**src/rtl/alu_arbiter.sv**
```systemverilog
// alu_arbiter: two requesters share one registered ALU through an IDLE/EXEC/RESP FSM.
// Latency: grant in IDLE, operate in EXEC, response held in RESP (one op per 3 cycles peak).
// Backpressure: response held stable until rsp_ready; no new grant outside IDLE.
// Build option: define ALU_ARB_FIXED_PRIO_EN for fixed priority (requester 0 wins ties);
// otherwise ties are resolved round-robin, starting with requester 0 after reset.
module alu_arbiter #(
  parameter int N = 8
) (
  input  logic         clk,
  input  logic         rst,
  input  logic         req_valid0,
  input  logic         req_valid1,
  output logic         req_ready0,
  output logic         req_ready1,
  input  logic [N-1:0] req_a0,
  input  logic [N-1:0] req_b0,
  input  logic [N-1:0] req_a1,
  input  logic [N-1:0] req_b1,
  input  logic [3:0]   req_sel0,
  input  logic [3:0]   req_sel1,
  output logic         rsp_valid,
  input  logic         rsp_ready,
  output logic         rsp_id,
  output logic [N-1:0] rsp_result,
  output logic         rsp_overflow,
  output logic         rsp_zero,
  output logic         rsp_negative
);

  typedef enum logic [1:0] {
    IDLE = 2'd0,
    EXEC = 2'd1,
    RESP = 2'd2
  } state_t;

  state_t state_q, state_d;

  // Operands captured from the winning requester
  logic [N-1:0] a_q, a_d;
  logic [N-1:0] b_q, b_d;
  logic [3:0]   sel_q, sel_d;
  logic         id_q, id_d;

  // Registered response
  logic [N-1:0] res_q, res_d;
  logic         ovf_q, ovf_d;
  logic         zero_q, zero_d;
  logic         neg_q, neg_d;
  logic         rid_q, rid_d;

  // Arbitration result and ALU combinational outputs
  logic         grant_vld;
  logic         grant_id;
  logic         accept;
  logic [N:0]   sum_w;
  logic [N:0]   diff_w;
  logic [N-1:0] alu_res;
  logic         alu_ovf;

`ifndef ALU_ARB_FIXED_PRIO_EN
  // Requester favoured on the next tie: the one not served last
  logic prio_q, prio_d;
`endif

  // Pick the winner among valid requesters
  always_comb begin
    grant_vld = req_valid0 | req_valid1;
`ifdef ALU_ARB_FIXED_PRIO_EN
    grant_id  = ~req_valid0;
`else
    if (req_valid0 && req_valid1) begin
      grant_id = prio_q;
    end else begin
      grant_id = ~req_valid0;
    end
`endif
  end

  // Carry/borrow come out of bit N of the widened sum/difference
  assign sum_w  = {1'b0, a_q} + {1'b0, b_q};
  assign diff_w = {1'b0, a_q} - {1'b0, b_q};

  // ALU on the latched operands; unmapped opcodes give zero
  always_comb begin
    alu_res = '0;
    alu_ovf = 1'b0;
    case (sel_q)
      4'b0000: begin
        alu_res = sum_w[N-1:0];
        alu_ovf = sum_w[N];
      end
      4'b0001: begin
        alu_res = diff_w[N-1:0];
        alu_ovf = diff_w[N];
      end
      4'b0100: alu_res = a_q & b_q;
      4'b0101: alu_res = a_q | b_q;
      4'b0110: alu_res = ~(a_q & b_q);
      4'b0111: alu_res = ~(a_q | b_q);
      4'b1000: alu_res = a_q ^ b_q;
      4'b1001: alu_res = ~(a_q ^ b_q);
      4'b1010: alu_res = ~a_q;
      default: alu_res = '0;
    endcase
  end

  // FSM next state, grant outputs, operand capture and response load
  always_comb begin
    state_d    = state_q;
    a_d        = a_q;
    b_d        = b_q;
    sel_d      = sel_q;
    id_d       = id_q;
    res_d      = res_q;
    ovf_d      = ovf_q;
    zero_d     = zero_q;
    neg_d      = neg_q;
    rid_d      = rid_q;
    req_ready0 = 1'b0;
    req_ready1 = 1'b0;
    accept     = 1'b0;
    case (state_q)
      IDLE: begin
        if (grant_vld && !rst) begin
          accept     = 1'b1;
          req_ready0 = ~grant_id;
          req_ready1 = grant_id;
          a_d        = grant_id ? req_a1 : req_a0;
          b_d        = grant_id ? req_b1 : req_b0;
          sel_d      = grant_id ? req_sel1 : req_sel0;
          id_d       = grant_id;
          state_d    = EXEC;
        end
      end
      EXEC: begin
        res_d   = alu_res;
        ovf_d   = alu_ovf;
        zero_d  = (alu_res == '0);
        neg_d   = alu_res[N-1];
        rid_d   = id_q;
        state_d = RESP;
      end
      RESP: begin
        if (rsp_ready) begin
          state_d = IDLE;
        end
      end
      default: state_d = IDLE;
    endcase
  end

`ifndef ALU_ARB_FIXED_PRIO_EN
  // Pointer moves to the other requester only when an operation is accepted
  always_comb begin
    prio_d = prio_q;
    if (accept) begin
      prio_d = ~grant_id;
    end
  end

  // Round-robin pointer register
  always_ff @(posedge clk or posedge rst) begin
    if (rst) begin
      prio_q <= 1'b0;
    end else begin
      prio_q <= prio_d;
    end
  end
`endif

  // State, operand and response registers; reset drops any in-flight op
  always_ff @(posedge clk or posedge rst) begin
    if (rst) begin
      state_q <= IDLE;
      a_q     <= '0;
      b_q     <= '0;
      sel_q   <= '0;
      id_q    <= 1'b0;
      res_q   <= '0;
      ovf_q   <= 1'b0;
      zero_q  <= 1'b0;
      neg_q   <= 1'b0;
      rid_q   <= 1'b0;
    end else begin
      state_q <= state_d;
      a_q     <= a_d;
      b_q     <= b_d;
      sel_q   <= sel_d;
      id_q    <= id_d;
      res_q   <= res_d;
      ovf_q   <= ovf_d;
      zero_q  <= zero_d;
      neg_q   <= neg_d;
      rid_q   <= rid_d;
    end
  end

  assign rsp_valid    = (state_q == RESP);
  assign rsp_id       = rid_q;
  assign rsp_result   = res_q;
  assign rsp_overflow = ovf_q;
  assign rsp_zero     = zero_q;
  assign rsp_negative = neg_q;

endmodule

```
**config.mk**
```make
export PLATFORM = sky130hd
export DESIGN_NAME = alu_arbiter
export DESIGN_NICKNAME = d
export VERILOG_FILES = /design/src/rtl/alu_arbiter.sv
export SDC_FILE = /design/constraint.sdc
export NUM_CORES = 1
export LEC_CHECK = 0
export ABC_AREA = 1
export CAP_MARGIN = 30
export CORE_MARGIN = 3
export CORE_UTILIZATION = 35
export CTS_CLUSTER_SIZE = 28
export DETAILED_ROUTE_END_ITERATION = 10
export GPL_ROUTABILITY_DRIVEN = 0
export GPL_TIMING_DRIVEN = 0
export MAX_ROUTING_LAYER = met4
export PLACE_DENSITY = 0.56
export SLEW_MARGIN = 20
export SYNTH_ARGS = -nofsm -noshare
export SYNTH_HDL_FRONTEND = slang
export SYNTH_SLANG_ARGS = --single-unit
```
**constraint.sdc**
```tcl
create_clock -name clk -period 3.27 [get_ports clk]
set_clock_uncertainty 0.2 [all_clocks]
set_input_delay 0.654 -clock clk [delete_from_list [all_inputs] [get_ports clk]]
set_output_delay 0.654 -clock clk [all_outputs]
set_load 0.005 [all_outputs]
```
# After elaboration in Yosys (flattened, before gate mapping)
# Cells that the tools add are included.
[classes]
eq_ne = 12
bitwise_logic = 10
reduce_logical = 8
muxes = 15
addsub = 2
[ops]
columns = ["operator", "n"]
rows = [
  ["8-bit case mux with 9 select lines", 1],
  ["8-bit NOT", 4],
  ["4-bit by 3-bit == test with 1-bit output, second input constant", 4],
  ["8-bit two-way mux", 2],
  ["4-bit == test, second input constant", 3],
  ["8-bit by 8-bit adder with 9-bit output", 1],
  ["8-bit by 8-bit subtractor with 9-bit output", 1],
  ["8-bit bitwise AND", 1],
  ["8-bit zero test", 1],
  ["8-bit OR", 1],
  ["8-bit XOR", 1],
  ["1-bit two-way mux", 7],
  ["2-bit case mux with 3 select lines", 1],
  ["4-bit by 1-bit == test with 1-bit output, second input constant", 1],
  ["4-bit zero test", 1],
  ["2-bit two-way mux", 2],
  ["4-bit two-way mux", 1],
  ["2-bit AND reduction", 2],
  ["2-bit by 1-bit == test with 1-bit output, second input constant", 1],
  ["2-bit == test, second input constant", 1],
  ["1-bit logical AND", 2],
  ["2-bit zero test", 1],
  ["2-bit by 1-bit != test with 1-bit output, second input constant", 1],
  ["2-bit != test, second input constant", 1],
  ["other kinds (4)", 5],
]
[totals]
register_bits = 36
out_inout_bits = 15
inputBits = 45
wordCells = 58

# Depth between registers and ports, before layout
[logic_depth]
depth_word = 5
depth_mapped = 15
ltp_nobuf = 15

# Worst setup path before layout
# OpenSTA, ideal clock, no wires.
[synth_timing]
path_type = "input-to-output"
start = "input rst"
end = "output req_ready0"
stages = 6
path_buffers = 1
path_slack_ns = 0.136
t_required_ns = 2.416
arrival_time_ns = 2.280
cell_sequence = "inv_1 o21ai_0 nor2_1 inv_1 nor2_1 buf_2"
[synth_via]
elab_chain_cells = 4
[synth_lines]
columns = ["element", "line_no", "source"]
rows = [
  ["from (decl)", "10", "input logic rst,"],
  ["1-bit zero test (no line)", "n/a", ""],
  ["1-bit logical AND", "124", "if (grant_vld && !rst) begin"],
  ["1-bit two-way mux", "124", ""],
  ["1-bit two-way mux", "122", "case (state_q)"],
  ["to (decl)", "13", "output logic req_ready0,"],
]
# Every way passes these cells.

# Worst setup path after layout
[layout_timing]
start = "input rst"
end = "output req_ready1"
[layout_via]
elab_chain_cells = 4
[layout_lines]
columns = ["element", "line_no", "source"]
rows = [
  ["1-bit zero test (no line)", "n/a", ""],
  ["1-bit logical AND", "124", ""],
  ["1-bit two-way mux", "124", ""],
  ["1-bit two-way mux", "122", ""],
  ["to (decl)", "14", "output logic req_ready1,"],
]
# Every way passes these cells.

==> tab_implementation.tex <==
\begin{tabular}{lr}
\hline
Metric & Value \\
\hline
\multicolumn{2}{l}{\textbf{Min path}} \\
Number of cells on the worst hold path & 2 \\
Worst min-delay path endpoint & rsp\_result[1] \\
Critical hold path startpoint & rsp\_result[1] \\
Classification of the worst-slack hold path & reg -> reg \\
\multicolumn{2}{l}{\textbf{Floorplanning}} \\
Overall die width & just under 100 um \\
Boundary pin count & 60 \\
Vert. Die Dim & around 100 um \\
Number of placement rows & 32 \\
Die Outline Area & 9621 sq um \\
Starting density of the core & 0.3725 \\
Placeable core region & $\sim$8000 sq um \\
\multicolumn{2}{l}{\textbf{Setup path}} \\
Worst reg2reg endpoint & rsp\_zero \\
Ordered cell list for the critical path & dlygate4sd2\_1 -> bufinv\_16 -> o21ai\_0 -> nor2\_2 -> nand2\_1 -> inv\_1 -> buf\_6 -> clkdlybuf4s50\_1 \\
Worst-path cell with the longest stage delay & sky130\_fd\_sc\_hd\_\_clkdlybuf4s50\_1 \\
Worst-case reg-to-reg path depth & 15 \\
Category of the most critical setup path & in -> out \\
Startpoint types & input pin \\
Data required time of the critical path & around 2400 ps \\
CP top delay family & buffers and inverters \\
Reg-to-reg critical path startpoint & a\_q[0] \\
R2r setup slk & 770 ps \\
WP buf/inv & 5 \\
Worst stage delay on the critical path & between 500 and 600 ps \\
WP data arrival & roughly 2300 ps \\
Largest fanout of any net on the critical path & 10 \\
Critical path capture point type & output port \\
\multicolumn{2}{l}{\textbf{Power and ir drop}} \\
Pwr/cell area & just over 900 nW/um\^{}2 \\
Share of total power consumed by net switching & 0.5286 \\
Clock network fraction of design power & 0.091 \\
VDD IR max & between 0.2 and 0.3 mV \\
Fraction of power consumed by sequential logic & 0.212 \\
LEAKAGE & 0.001907 uW \\
Cell internal power dissipation & around 1700 uW \\
Switch Pwr & approximately 1900 uW \\
Gate power share & 0.697 \\
\multicolumn{2}{l}{\textbf{Run status}} \\
Result of the run & finished clean \\
\multicolumn{2}{l}{\textbf{Global routing}} \\
Residual overflow from global routing & 0 \\
Initial antenna violation count & 0 \\
Vias in the first global route & about 3k \\
Pin count of the biggest net entering global routing & 19 \\
Global-route total usage across every layer & 0.2048 \\
Global-route wire length before repair & around 15000 um \\
\multicolumn{2}{l}{\textbf{STA}} \\
Max Fclk & $\sim$310 MHz \\
Post-route setup TNS & 0 ps \\
Worst-case headroom to the max-slew limit & 0.5898 \\
Transition time at the pin with the least slew margin & between 600 and 700 ps \\
Unrepaired setup endpoints after global routing & yes \\
Setup-violating endpoint count in the final report & 0 \\
Final period demand of the worst path & $\sim$3200 ps \\
Final cycle utilization of the critical path & 0.9762 \\
Final number of max-transition violations & 0 \\
Endpoints failing hold & 0 \\
Hold slack final & about 290 ps \\
\multicolumn{2}{l}{\textbf{Place}} \\
Detailed Place HPWL & about 7200 um \\
Area post-placement & roughly 3700 sq um \\
Number of input and output port buffers inserted & 59 \\
\multicolumn{2}{l}{\textbf{Yosys}} \\
Multiplexer area fraction after synthesis & 0 \\
Yosys reg bits & 35 \\
Compound-cell area share of the yosys netlist & 0.1058 \\
Top FF cell, synth & sky130\_fd\_sc\_hd\_\_dfrtp\_1 \\
Post-synthesis share of cell area spent on and, or, nand and nor gates & 0.3803 \\
Count of cell types in the netlist & 23 \\
Mean Syn Cell Area & 6.466 sq um \\
EDFF count, synth & 0 \\
Combined area of all synthesized cells & a little under 3000 sq um \\
XOR/XNOR share of the synthesized area & 0.002951 \\
Post-synthesis net count & 530 \\
Proportion of synthesized flip-flops having asynchronous set or reset & 1.000 \\
Synth Area in Adders & 0.1147 \\
Number of warning messages in the yosys log & 0 \\
Sequential cell area fraction in the yosys report & 0.2951 \\
Synthesized instance count & roughly 460 \\
Largest family of logic cells by synthesized area & simple AND/OR/NAND/NOR gates \\
\multicolumn{2}{l}{\textbf{Final layout}} \\
Utilization after layout & 0.4854 \\
Layout Nets & roughly 600 \\
Area taken by flip-flops and latches & approximately 900 sq um \\
Fillcell total & roughly 830 \\
Area growth from synthesis to layout & 30.31\% \\
Multi-input gate area in the final layout & around 1800 sq um \\
Finished layout cell area & between 3000 and 4000 sq um \\
Fraction of layout cells with a size suffix above 1 & 0.06567 \\
Number of antenna repair diodes & 0 \\
\multicolumn{2}{l}{\textbf{Drt}} \\
Wire length after detailed routing & between 9000 and 10000 um \\
Number of violations reported at the end of detailed-routing iteration 0 & between 200 and 300 \\
Post-route DRC & 0 \\
DRT antenna net count & 0 \\
Number of vias per cell & $\sim$5.0 \\
First-pass iteration count of the detailed router & 5 \\
Mean routed wirelength per cell & 14.99 um \\
Routed via count & $\sim$3.2k \\
\multicolumn{2}{l}{\textbf{Clocking}} \\
Insertion delay to the later sink of the worst-skew pair & approximately 300 ps \\
Buffer levels on the longest clock path & 2 \\
Number of H-tree branching levels & 2 \\
TritonCTS clock tree & built \\
Root cell of the clock tree & sky130\_fd\_sc\_hd\_\_clkbuf\_8 \\
Clock edge transition at the registers on the reported setup and hold paths & around 70 ps \\
Hold-fix buffers at CTS & 0 \\
Number of sinks handled by clock tree synthesis & 35 \\
Number of buffers created by CTS & 5 \\
\multicolumn{2}{l}{\textbf{Run}} \\
Maximum capacitance violations & 0 \\
\hline
\end{tabular}
-- tightest hold or removal path, cell delays in order (launching register included) --
cell and delay [ps]:
sky130_fd_sc_hd__dfrtp_1 350, sky130_fd_sc_hd__nand2_1 50, sky130_fd_sc_hd__nand2_1 60
-- power by group through the flow --
| stage | registers (uW) | logic [uW] | clock network (uW) |
|---|---|---|---|
| after global routing | 780 | 2770 | 346 |
| final | 749 | 2460 | 322 |
| after detailed placement | 759 | 2410 | 0 |
| after CTS | 750 | 2440 | 327 |
| after global placement | 755 | 2390 | 0 |
| after floorplan | 741 | 1640 | 0 |
-- cell usage in the layout, fill, tap and decap left out, types with 2 or more instances in the layout --
master                              n
sky130_fd_sc_hd__o211ai_1          24
sky130_fd_sc_hd__inv_1             57
sky130_fd_sc_hd__nand3b_1           2
sky130_fd_sc_hd__buf_4              9
sky130_fd_sc_hd__o21bai_1           2
sky130_fd_sc_hd__clkbuf_8           5
sky130_fd_sc_hd__dfrtp_1           35
sky130_fd_sc_hd__buf_2              7
sky130_fd_sc_hd__nand3_1           45
sky130_fd_sc_hd__nand2_1          158
sky130_fd_sc_hd__ha_1              24
sky130_fd_sc_hd__fa_1               2
sky130_fd_sc_hd__clkdlybuf4s50_1   58
sky130_fd_sc_hd__clkbuf_1           4
sky130_fd_sc_hd__nor3_1             3
sky130_fd_sc_hd__o21ai_0           12
sky130_fd_sc_hd__buf_6              2
sky130_fd_sc_hd__nor2_1            51
sky130_fd_sc_hd__a21oi_1            9
sky130_fd_sc_hd__nor2_2             6
sky130_fd_sc_hd__nand4_1            8
-- Yosys cell counts, types with 3 or more instances --
cell type | instances | area share
sky130_fd_sc_hd__nand2_1 | 158 | 0.20
sky130_fd_sc_hd__inv_1 | 58 | 0.073
sky130_fd_sc_hd__nor2_1 | 53 | 0.067
sky130_fd_sc_hd__nand3_1 | 45 | 0.076
sky130_fd_sc_hd__dfrtp_1 | 35 | 0.30
sky130_fd_sc_hd__ha_1 | 24 | 0.10
sky130_fd_sc_hd__o211ai_1 | 24 | 0.061
sky130_fd_sc_hd__o21ai_0 | 12 | 0.020
sky130_fd_sc_hd__a21oi_1 | 9 | 0.015
sky130_fd_sc_hd__buf_2 | 9 | 0.015
sky130_fd_sc_hd__nand4_1 | 8 | 0.017
sky130_fd_sc_hd__nor2_2 | 4 | 0.0084
sky130_fd_sc_hd__buf_4 | 3 | 0.0076
sky130_fd_sc_hd__clkbuf_1 | 3 | 0.0038
sky130_fd_sc_hd__nor3_1 | 3 | 0.0051
-- final cells by class --
type                       count  area share
tap                          102     0.03300
multi-input combinational    350      0.4646
sequential                    35      0.2265
timing repair inverter         1    0.002265
buffer                        15     0.02362
clock inverter                 2    0.003235
timing repair buffer          65      0.1640
clock buffer                   6     0.01876
inverter                      59     0.06406
-- cells by family after synthesis --
family                     Yosys count
AOI/OAI and AO/OA                   49
xor gates and xnor gates             1
adders and majority gates           26
buffers and inverters               74
DFF                                 35
and+or+nand+nor                    274
-- timing repair --
item                       CTS  global route
setup endpoints to repair    2             2
buffers inserted             3             3
pin swaps                    1             1
resized for setup           10             1
gates cloned                 1             0
-- state kept, by name, summed over array words and instances, names as in the netlist --
name	flops
rsp_zero	1
rsp_result	8
prio_q	1
rsp_id	1
rsp_overflow	1
id_q	1
state_q	2
b_q	8
a_q	8
sel_q	4
-- metrics by stage --
step	worst slack (ps)	total power, uW	std cells
finish	77.90	3535	635
global route	-38.05	3897	635
CTS	21.52	3512	632
detailed placement	-904.4	3169	620
global placement	-1380	3142	620
floorplan	136.5	2385	459
-- how the worst max path moves through the flow --
stage | start | end | slack [ps] | cells past startpoint
5_1_grt | rst | req_ready1 | -40 | 8
3_5_place_dp | rst | req_ready1 | -900 | 8
4_1_cts | rst | req_ready1 | 20 | 8
3_3_place_gp | rst | req_ready1 | -1380 | 8
2_1_floorplan | rst | req_ready0 | 140 | 6
6_report | rst | req_ready1 | 80 | 8
-- layer usage --
metal,track usage,share of wire
met5,-,0
met4,0.05005,0.012
met3,0.02429,0.055
met2,0.3058,0.45
met1,0.2952,0.48
Note: power is estimated with default switching activity, not from simulation.
